### config.mk
export PLATFORM = sky130hd
export DESIGN_NAME = imem_loader_flat
export DESIGN_NICKNAME = d
export VERILOG_FILES = /design/src/rtl/loader_pkg.sv /design/src/rtl/imem_loader_if.sv /design/src/rtl/byte_packer.sv /design/src/rtl/imem_loader.sv /design/src/flat_wrapper.sv
export SDC_FILE = /design/constraint.sdc
export NUM_CORES = 1
export LEC_CHECK = 0
export BUFFER_PORTS_ARGS = -buffer_cell sky130_fd_sc_hd__buf_2
export CORE_AREA = 2 2 113 115
export CTS_CLUSTER_DIAMETER = 40
export DETAILED_ROUTE_END_ITERATION = 10
export DIE_AREA = 0 0 115 117
export SLEW_MARGIN = 20
export SYNTH_ARGS = -nofsm -noshare
export SYNTH_HDL_FRONTEND = slang
export SYNTH_SLANG_ARGS = --single-unit
export TNS_END_PERCENT = 100
### constraint.sdc
create_clock -name clk -period 3.8 [get_ports clk]
set_clock_uncertainty 0.2 [all_clocks]
set_input_delay 0.38 -clock clk [delete_from_list [all_inputs] [get_ports clk]]
set_output_delay 0.38 -clock clk [all_outputs]
set_load 0.05 [all_outputs]
### src/rtl/loader_pkg.sv
// Shared types and constants for the instruction-memory boot loader.
`timescale 1ns/1ps
package loader_pkg;

  typedef enum logic [2:0] {
    StIdle,
    StLenLo,
    StLenHi,
    StData,
    StCheck,
    StRun,
    StErr
  } state_e;

  localparam logic [7:0]  DefaultSyncByte = 8'hA5;
  localparam int unsigned LenW            = 16;

endpackage

### src/rtl/imem_loader_if.sv
// Host byte stream in, instruction RAM write port out.
`timescale 1ns/1ps
interface imem_loader_if #(
  parameter int unsigned AW = 8
) ();

  logic          in_valid;
  logic [7:0]    in_data;
  logic          in_ready;
  logic          imem_we;
  logic [AW-1:0] imem_waddr;
  logic [31:0]   imem_wdata;

  modport master (
    output in_valid, in_data,
    input  in_ready, imem_we, imem_waddr, imem_wdata
  );

  modport slave (
    input  in_valid, in_data,
    output in_ready, imem_we, imem_waddr, imem_wdata
  );

endinterface

### src/rtl/byte_packer.sv
// Packs little-endian bytes into 32-bit words and keeps a running XOR checksum.
`timescale 1ns/1ps
module byte_packer (
  input  logic        clk,
  input  logic        reset,
  input  logic        clear,
  input  logic        en,
  input  logic [7:0]  data,
  output logic        word_valid,
  output logic [31:0] word,
  output logic [7:0]  csum
);

  logic [1:0]  cnt_q;
  logic [23:0] shift_q;
  logic [7:0]  csum_q;

  always_ff @(posedge clk or negedge reset) begin
    if (!reset) begin
      cnt_q   <= 2'd0;
      shift_q <= 24'd0;
      csum_q  <= 8'd0;
    end else if (clear) begin
      cnt_q   <= 2'd0;
      shift_q <= 24'd0;
      csum_q  <= 8'd0;
    end else if (en) begin
      cnt_q   <= cnt_q + 2'd1;
      // Newest byte enters at the top so byte 0 ends up in bits [7:0].
      shift_q <= {data, shift_q[23:8]};
      csum_q  <= csum_q ^ data;
    end
  end

  assign word_valid = en && (cnt_q == 2'd3);
  assign word       = {data, shift_q};
  assign csum       = csum_q;

endmodule

### src/rtl/imem_loader.sv
// Receives a framed program image over a byte stream and writes it into instruction RAM.
`timescale 1ns/1ps
module imem_loader
  import loader_pkg::*;
#(
  parameter int unsigned MEM_DEPTH = 256,
  parameter logic [7:0]  SYNC_BYTE = DefaultSyncByte
) (
  input  logic                clk,
  input  logic                reset,
  imem_loader_if.slave        bus,
  output logic                cpu_reset,
  output logic                loading,
  output logic                done,
  output logic                error
);

  localparam int unsigned AW = $clog2(MEM_DEPTH);

  state_e          state_q, state_d;
  logic [LenW-1:0] len_q;
  logic [AW-1:0]   addr_q;
  logic [AW-1:0]   waddr_q;
  logic [31:0]     wdata_q;
  logic            we_q;
  logic            ready_q;

  logic            accept;
  logic            is_sync;
  logic            restart;
  logic            clear;
  logic            pack_en;
  logic            word_valid;
  logic [31:0]     word;
  logic [7:0]      csum;
  logic [LenW-1:0] len_full;
  logic            last_word;

  assign accept    = bus.in_valid && ready_q;
  assign is_sync   = (bus.in_data == SYNC_BYTE);
  assign restart   = accept && is_sync;
  assign len_full  = {bus.in_data, len_q[7:0]};
  assign last_word = word_valid && (LenW'(addr_q) == len_q - LenW'(1));
  assign clear     = (state_d == StLenLo) && (state_q != StLenLo);
  assign pack_en   = accept && (state_q == StData);

  byte_packer u_packer (
    .clk        (clk),
    .reset      (reset),
    .clear      (clear),
    .en         (pack_en),
    .data       (bus.in_data),
    .word_valid (word_valid),
    .word       (word),
    .csum       (csum)
  );

  always_ff @(posedge clk or negedge reset) begin
    if (!reset) begin
      state_q <= StIdle;
    end else begin
      state_q <= state_d;
    end
  end

  always_comb begin
    state_d = state_q;
    unique case (state_q)
      StIdle, StRun, StErr: begin
        if (restart) state_d = StLenLo;
      end
      StLenLo: begin
        if (accept) state_d = StLenHi;
      end
      StLenHi: begin
        if (accept) begin
          if (len_full == '0)                        state_d = StCheck;
          else if (len_full > LenW'(MEM_DEPTH))      state_d = StErr;
          else                                       state_d = StData;
        end
      end
      StData: begin
        if (last_word) state_d = StCheck;
      end
      StCheck: begin
        if (accept) state_d = (bus.in_data == csum) ? StRun : StErr;
      end
      default: state_d = StIdle;
    endcase
  end

  always_comb begin
    cpu_reset = 1'b1;
    loading   = 1'b0;
    done      = 1'b0;
    error     = 1'b0;
    unique case (state_q)
      StLenLo, StLenHi, StData, StCheck: loading = 1'b1;
      // A sync byte in RUN puts the core back into reset in the cycle it is accepted.
      StRun: begin
        cpu_reset = restart;
        done      = !restart;
      end
      StErr:   error = 1'b1;
      default: ;
    endcase
  end

  always_ff @(posedge clk or negedge reset) begin
    if (!reset) begin
      ready_q <= 1'b0;
      we_q    <= 1'b0;
      waddr_q <= '0;
      wdata_q <= '0;
      addr_q  <= '0;
      len_q   <= '0;
    end else begin
      ready_q <= 1'b1;
      we_q    <= word_valid;
      if (word_valid) begin
        waddr_q <= addr_q;
        wdata_q <= word;
        addr_q  <= addr_q + AW'(1);
      end
      if (clear) addr_q <= '0;
      if (accept && (state_q == StLenLo)) len_q[7:0]  <= bus.in_data;
      if (accept && (state_q == StLenHi)) len_q[15:8] <= bus.in_data;
    end
  end

  assign bus.in_ready   = ready_q;
  assign bus.imem_we    = we_q;
  assign bus.imem_waddr = waddr_q;
  assign bus.imem_wdata = wdata_q;

endmodule

### src/flat_wrapper.sv
// flat-port wrapper written by rule: the top's interface ports become plain ports
module imem_loader_flat import loader_pkg::*;
#(
  parameter int unsigned MEM_DEPTH = 256,
  parameter logic [7:0]  SYNC_BYTE = DefaultSyncByte
)
  (clk, reset, cpu_reset, loading, done, error, bus_in_valid, bus_in_data, bus_in_ready, bus_imem_we, bus_imem_waddr, bus_imem_wdata);
  imem_loader_if #(.AW(8)) bus_i ();
  input  logic clk;
  input  logic reset;
  output logic cpu_reset;
  output logic loading;
  output logic done;
  output logic error;
  input wire logic [$bits(bus_i.in_valid)-1:0] bus_in_valid;
  input wire logic [$bits(bus_i.in_data)-1:0] bus_in_data;
  output wire logic [$bits(bus_i.in_ready)-1:0] bus_in_ready;
  output wire logic [$bits(bus_i.imem_we)-1:0] bus_imem_we;
  output wire logic [$bits(bus_i.imem_waddr)-1:0] bus_imem_waddr;
  output wire logic [$bits(bus_i.imem_wdata)-1:0] bus_imem_wdata;
  assign bus_i.in_valid = bus_in_valid;
  assign bus_i.in_data = bus_in_data;
  assign bus_in_ready = bus_i.in_ready;
  assign bus_imem_we = bus_i.imem_we;
  assign bus_imem_waddr = bus_i.imem_waddr;
  assign bus_imem_wdata = bus_i.imem_wdata;
  imem_loader #(.MEM_DEPTH(MEM_DEPTH), .SYNC_BYTE(SYNC_BYTE)) u_core (.clk(clk), .reset(reset), .bus(bus_i), .cpu_reset(cpu_reset), .loading(loading), .done(done), .error(error));
endmodule
==> results.ini, run 1 <==
[power]
power.switching_uw = 1080
power_density_mw_per_mm2 = 582.6
seqPwrFrac_pct = 46.9
pwr-share-comb_pct = 24.7
ir_drop_mv = 0.3415
p_total_uw = 3227
p_leak_uw = 0.002691
p_int_uw = 2147
p_sw_share_pct = 33.45
clkPwrFrac_pct = 28.4

[route]
ant_nets = 0
first_pass_iters = 4
drcViolationCount = 0
wl_mm = 9.921
routed-via-count = 3281
drt-wirelength-per-cell_um = 16.03
via_per_inst = 5.300
drtIter0Drc = 146

[global_route]
grt_pass1_vias = 3298
grtUsageTotal_pct = 15.84
grt_overflow = 0
antenna_found_initial = 0
grt_max_degree = 82
grt_pass1_wl_mm = 16.60

[clock_tree]
cts.path.max_buffers = 2
clockRootBuffer = clkbuf_16
cts_resized = 0
htree_num_levels = 3
worstSkewPairLatency_ps = 350
path_clk_slew_ps = 70
numCtsBuffers = 9
cts_hold_buf = 0
numClockSinks = 103
post-cts-setup-buffer-count = 0
cts_tree = done

[logic_synthesis]
synth-edff-count = 0
yosysUniqueCellTypes = 52
synth_warnings = 0
syn_area_per_cell_um2 = 11.62
synth_ff_type = dfrtp_1
syn_area_mm2 = 0.004788
ys_seq_area_share_pct = 53.83
syn-num-nets = 426
syn_inst = 412
ys_ff_latch = 103
synth-async-reset-ratio_pct = 100.0

[floorplan]
die_w_um = 115
ios = 57
die-area_mm2 = 0.01346
start_util_pct = 38.89
coreArea_mm2 = 0.01231
floorplan.rows = 41
die-height_um = 117

[timing]
rsz0062_at_grt = false
setup-violations-final = 0
final.setup.tns_ps = 0
period_share_pct = 81.18
fin_crit_ps = 3085
max_freq_ghz = 0.3242
hold_viol_final = 0
worst_pin_slew_ps = 748.7
slew_headroom_pct = 50.09
slew_violations = 0

[setup_path]
max_stage_delay_ps = 560
worstSetupPathType = reg2reg
crit_path_cell_trace = inv_1 -> ha_1 -> or3b_4 -> o32ai_1 -> a32oi_1 -> a211o_1 -> or4_4 -> a211o_1
slowest_stage = or4_4
cp.buffers_inverters = 1
cp_max_fo = 6
arrival_ps = 3130
critPathTopFamily = simple AND/OR/NAND/NOR gates
cp.required_ps = 3840
cp-start-kind = register
cpMostUsedCell = a211o_1
cp-end-kind = register

[status]
status = finished, final reports clean

[layout]
final_common_cell = dfrtp_1
regArea_mm2 = 0.002577
post-route-util_pct = 44.99
drive_gt1_share_pct = 30.28
nets = 478
multi_input_area_mm2 = 0.002105
fin_area_mm2 = 0.005539
num_antenna_cells = 0
layout_common_cells = dfrtp_1 (103), buf_2 (55), mux2_2 (53)
area_delta_synth_final_pct = 15.68
fill_cells = 1175

[place]
dpl-instance-area_mm2 = 0.005224
port_buffers = 56
dp_hpwl_mm = 6.605
gp_congestion = 0.8747

[min_path]
min_path_type = in2reg

[run]
cap_violations = 0

worst paths after layout:
path                                           start                        end  slack, ps  cells after the start
min in group asynchronous                      reset           u_core.len_q[11]        450                      2
min reg2reg                u_core.bus.imem_wdata[30]  u_core.bus.imem_wdata[30]        300                      1
max reg2reg                          u_core.len_q[0]          u_core.state_q[0]        720                      8
max                                  u_core.len_q[0]          u_core.state_q[0]        720                      8
min                                   bus_in_data[1]            u_core.len_q[9]        170                      3
max in group asynchronous                      reset   u_core.bus.imem_wdata[0]       2140                      3
tightest hold or removal path, cell delays in order:
cell	delay [ps]
buf_2	160
nand2_1	70
o21ai_0	60
through the flow:
step	instances	worst slack (ps)	hold slack, ps
finish	619	715.0	165.9
detailed placement	602	734.8	290.1
CTS	618	716.2	50.81
global route	619	494.5	207.0
global placement	602	806.7	283.9
floorplan	412	900.8	-115.6
metal layers:
| metal | track usage, % | vias to the layer above | share of wire [%] |
|---|---|---|---|
| met5 | 0 | - | 0 |
| met4 | 4.900 | 0 | 1.5 |
| met3 | 4.274 | 16 | 4.7 |
| met2 | 25.69 | 82 | 47 |
| met1 | 20.90 | 1629 | 46 |
| li1 | - | 1554 | - |
synth_stat cells (5+ instances only):
library cell,number,share of area [%]
mux2i_1,20,4.2
clkbuf_1,17,1.3
nand2b_1,12,1.6
xnor2_1,16,2.9
nand2_1,25,2.0
mux2_2,53,12
a21oi_1,15,1.6
nor3_1,9,0.94
xor2_1,19,3.5
nand4_1,9,1.2
nor2_1,48,3.8
inv_1,7,0.55
dfrtp_1,103,54
o21ai_0,5,0.52
logic make-up after synthesis:
kind of cell,synth area share [%]
other,0.07832
buffers and inverters,2.404
AOI/OAI and AO/OA,5.984
adders and majority gates,0.7840
xor gates and xnor gates,6.402
DFF,53.83
and+or+nand+nor,13.87
muxes,16.64
registers in the layout, indices dropped and copies added, names as in the netlist:
register / flops
u_core.bus.imem_we: 1
u_core.addr_q: 8
u_core.u_packer.shift_q: 24
u_core.len_q: 16
u_core.u_packer.cnt_q: 2
u_core.state_q: 3
u_core.bus.in_ready: 1
u_core.bus.imem_wdata: 32
u_core.bus.imem_waddr: 8
u_core.u_packer.csum: 8
power by group through the flow:
stage	Combinational (µW)	Clock, µW	Sequential, µW
after floorplan	712	0	1420
final	795	917	1510
after global routing	881	993	1540
after CTS	802	955	1510
after global placement	781	0	1520
after detailed placement	801	0	1530
cell type report:
cell class                 count  share of cell area, %
multi-input combinational    280                  37.99
timing repair buffer          63                  6.167
sequential                   103                  46.53
clock buffer                  12                  4.811
clock inverter                 4                 0.6325
inverter                       7                 0.4744
tap                          150                  3.388
(Power assumes the default switching activity.)
==> run 2: changes to the inputs <==
- clock period: 3.8 -> 2.7 ns (I/O delays scaled with it)
==> results.ini, run 2 (synthesis gave the netlist of run 1 again) <==
[setup_path]
worstSetupPathType = reg2reg
cp-start-kind = register
regToRegStartpoint = u_core.len_q[0]
crit_end = u_core.state_q[0]
cp-end-kind = register
cp_max_fo = 4  ; -2
reg2reg_depth = 7  ; -1
cp.required_ps = 2730  ; -1110 ps
cp-startpoint = u_core.len_q[0]
r2r_setup_slack_ps = -60  ; -780 ps
arrival_ps = 2790  ; -340 ps
rr_endpoint = u_core.state_q[0]

[clock_tree]
numCtsBuffers = 9  ; unchanged
numClockSinks = 103  ; unchanged
cts.path.max_buffers = 2  ; unchanged
worstSkewPairLatency_ps = 350  ; about the same
clockRootBuffer = clkbuf_16
htree_num_levels = 3  ; unchanged
path_clk_slew_ps = 70  ; about the same
cts_tree = done

[power]
power_density_mw_per_mm2 = 834.8  ; +43%
p_leak_uw = 0.002828  ; +5.1%
p_sw_share_pct = 33.63  ; +0.17 points
seqPwrFrac_pct = 41.8  ; -5.1 points
pwr-share-comb_pct = 32.7  ; +8.0 points
power.switching_uw = 1632  ; +51%
p_int_uw = 3221  ; +50%
clkPwrFrac_pct = 25.5  ; -2.9 points
ir_drop_mv = 0.3877  ; +14%

[timing]
holdWs_ps = 70.58  ; -95.34 ps
worst_pin_slew_ps = 644.2  ; -104.5 ps
final.setup.tns_ps = -63.55  ; -63.55 ps
setup_slack_ps = -63.55  ; -778.6 ps
slew_violations = 0  ; unchanged
hold_viol_final = 0  ; unchanged
max_freq_ghz = 0.3619  ; +12%
slew_headroom_pct = 57.05  ; +7.0 points
setup-violations-final = 1  ; +1
period_share_pct = 102.4  ; +21 points
fin_crit_ps = 2764  ; -321.4 ps
rsz0062_at_grt = true

[floorplan]
ios = 57  ; unchanged
floorplan.rows = 41  ; unchanged
die_w_um = 115  ; unchanged
die-area_mm2 = 0.01346  ; unchanged
die-height_um = 117  ; unchanged
coreArea_mm2 = 0.01231  ; unchanged
start_util_pct = 38.89  ; unchanged

[route]
wl_mm = 10.47  ; +5.5%
first_pass_iters = 4  ; unchanged
drtIter0Drc = 164  ; +12%
drt-wirelength-per-cell_um = 16.18  ; +0.94%
drcViolationCount = 0  ; unchanged
routed-via-count = 3367  ; +2.6%
via_per_inst = 5.204  ; -1.8%
ant_nets = 0  ; unchanged

[global_route]
grt_max_degree = 51  ; -38%
grt_overflow = 0  ; unchanged
grt_pass1_vias = 3392  ; +2.9%
grtUsageTotal_pct = 16.58  ; +0.74 points
antenna_found_initial = 0  ; unchanged
grt_pass1_wl_mm = 17.24  ; +3.9%

[layout]
fill_cells = 1157  ; -1.5%
multi_input_area_mm2 = 0.002150  ; +2.1%
nets = 506  ; +5.9%
drive_gt1_share_pct = 35.61  ; +5.3 points
num_antenna_cells = 0  ; unchanged
largest_reg_flops = 32  ; unchanged
regArea_mm2 = 0.002580  ; about the same
layout_common_cells = dfrtp_1 (101), buf_2 (55), mux2_2 (53)
post-route-util_pct = 47.22  ; +2.2 points
final_common_cell = dfrtp_1
area_delta_synth_final_pct = 21.40
fin_area_mm2 = 0.005813  ; +4.9%

[place]
gp_congestion = 0.8967  ; +2.5%
port_buffers = 56  ; unchanged
dpl-instance-area_mm2 = 0.005440  ; +4.1%
dp_hpwl_mm = 7.122  ; +7.8%

[status]
status = complete, but fails checks
violations = setup timing

[run]
cap_violations = 0  ; unchanged

[min_path]
min_path_type = in2reg

run 2: cell types whose count changed in the layout (fill, tap and decap cells not counted), sizes merged:
cell / previous run / this run
buf: 62 / 90
clkbuf: 12 / 11
clkinvlp: 0 / 1
run 2: critical path, cell delays in order (launching register included):
cell and delay (ps):
dfrtp_2 450, inv_2 90, ha_4 130, or3b_4 390, or4b_4 490, o311a_1 120
or4_4 500, a211o_1 280
run 2: power by group through the flow:
stage	clock (µW)	combinational, µW	sequential, µW
2_1_floorplan	0	1030	2000
3_3_place_gp	0	1440	2030
3_5_place_dp	0	1480	2040
4_1_cts	1290	1550	2030
5_1_grt	1360	1730	2060
6_report	1240	1590	2030
run 2: per-stage QoR:
stage                     setup WS, ps  cells  power (µW)
after global routing            -140.8    647        5154
after CTS                       -60.05    644        4869
after global placement          -26.55    624        3475
after detailed placement        -93.21    624        3520
final                           -63.55    647        4853
after floorplan                  4.142    412        3024
run 2: timing repair:
item	in CTS	in global routing
pin swaps	0	5
resized for setup	4	1
buffers inserted	3	3
endpoints found under the hold margin	48	0
endpoints found under the setup margin	2	2
hold buffers	1	0
run 2: metal layers:
metal	routed length (µm)	GRT usage [%]	vias up	share of wire, %
met5	0	0	-	0
met3	585	4.840	16	5.6
met4	194	5.703	0	1.9
met2	4928	25.88	85	47
li1	-	-	1605	-
met1	4759	22.27	1661	45
run 2: how the worst min path moves through the flow:
stage | from | end | depth (start not counted)
after global routing | bus_in_data[3] | u_core.u_packer.shift_q[19] | 3
after detailed placement | reset | u_core.bus.in_ready | 1
final | bus_in_data[1] | u_core.len_q[9] | 3
after CTS | bus_in_data[1] | u_core.len_q[9] | 3
after global placement | reset | u_core.bus.in_ready | 1
after floorplan | reset | u_core.addr_q[0] | 0
run 2: final cells by class:
| cell class | count | share of cell area, % |
|---|---|---|
| clock inverters | 5 | 0.7103 |
| repair buffers | 91 | 10.07 |
| well taps | 150 | 3.229 |
| clock buffers | 11 | 4.176 |
| flip-flops and latches | 103 | 44.38 |
| multi-input cells | 280 | 36.98 |
| inverters | 7 | 0.4520 |
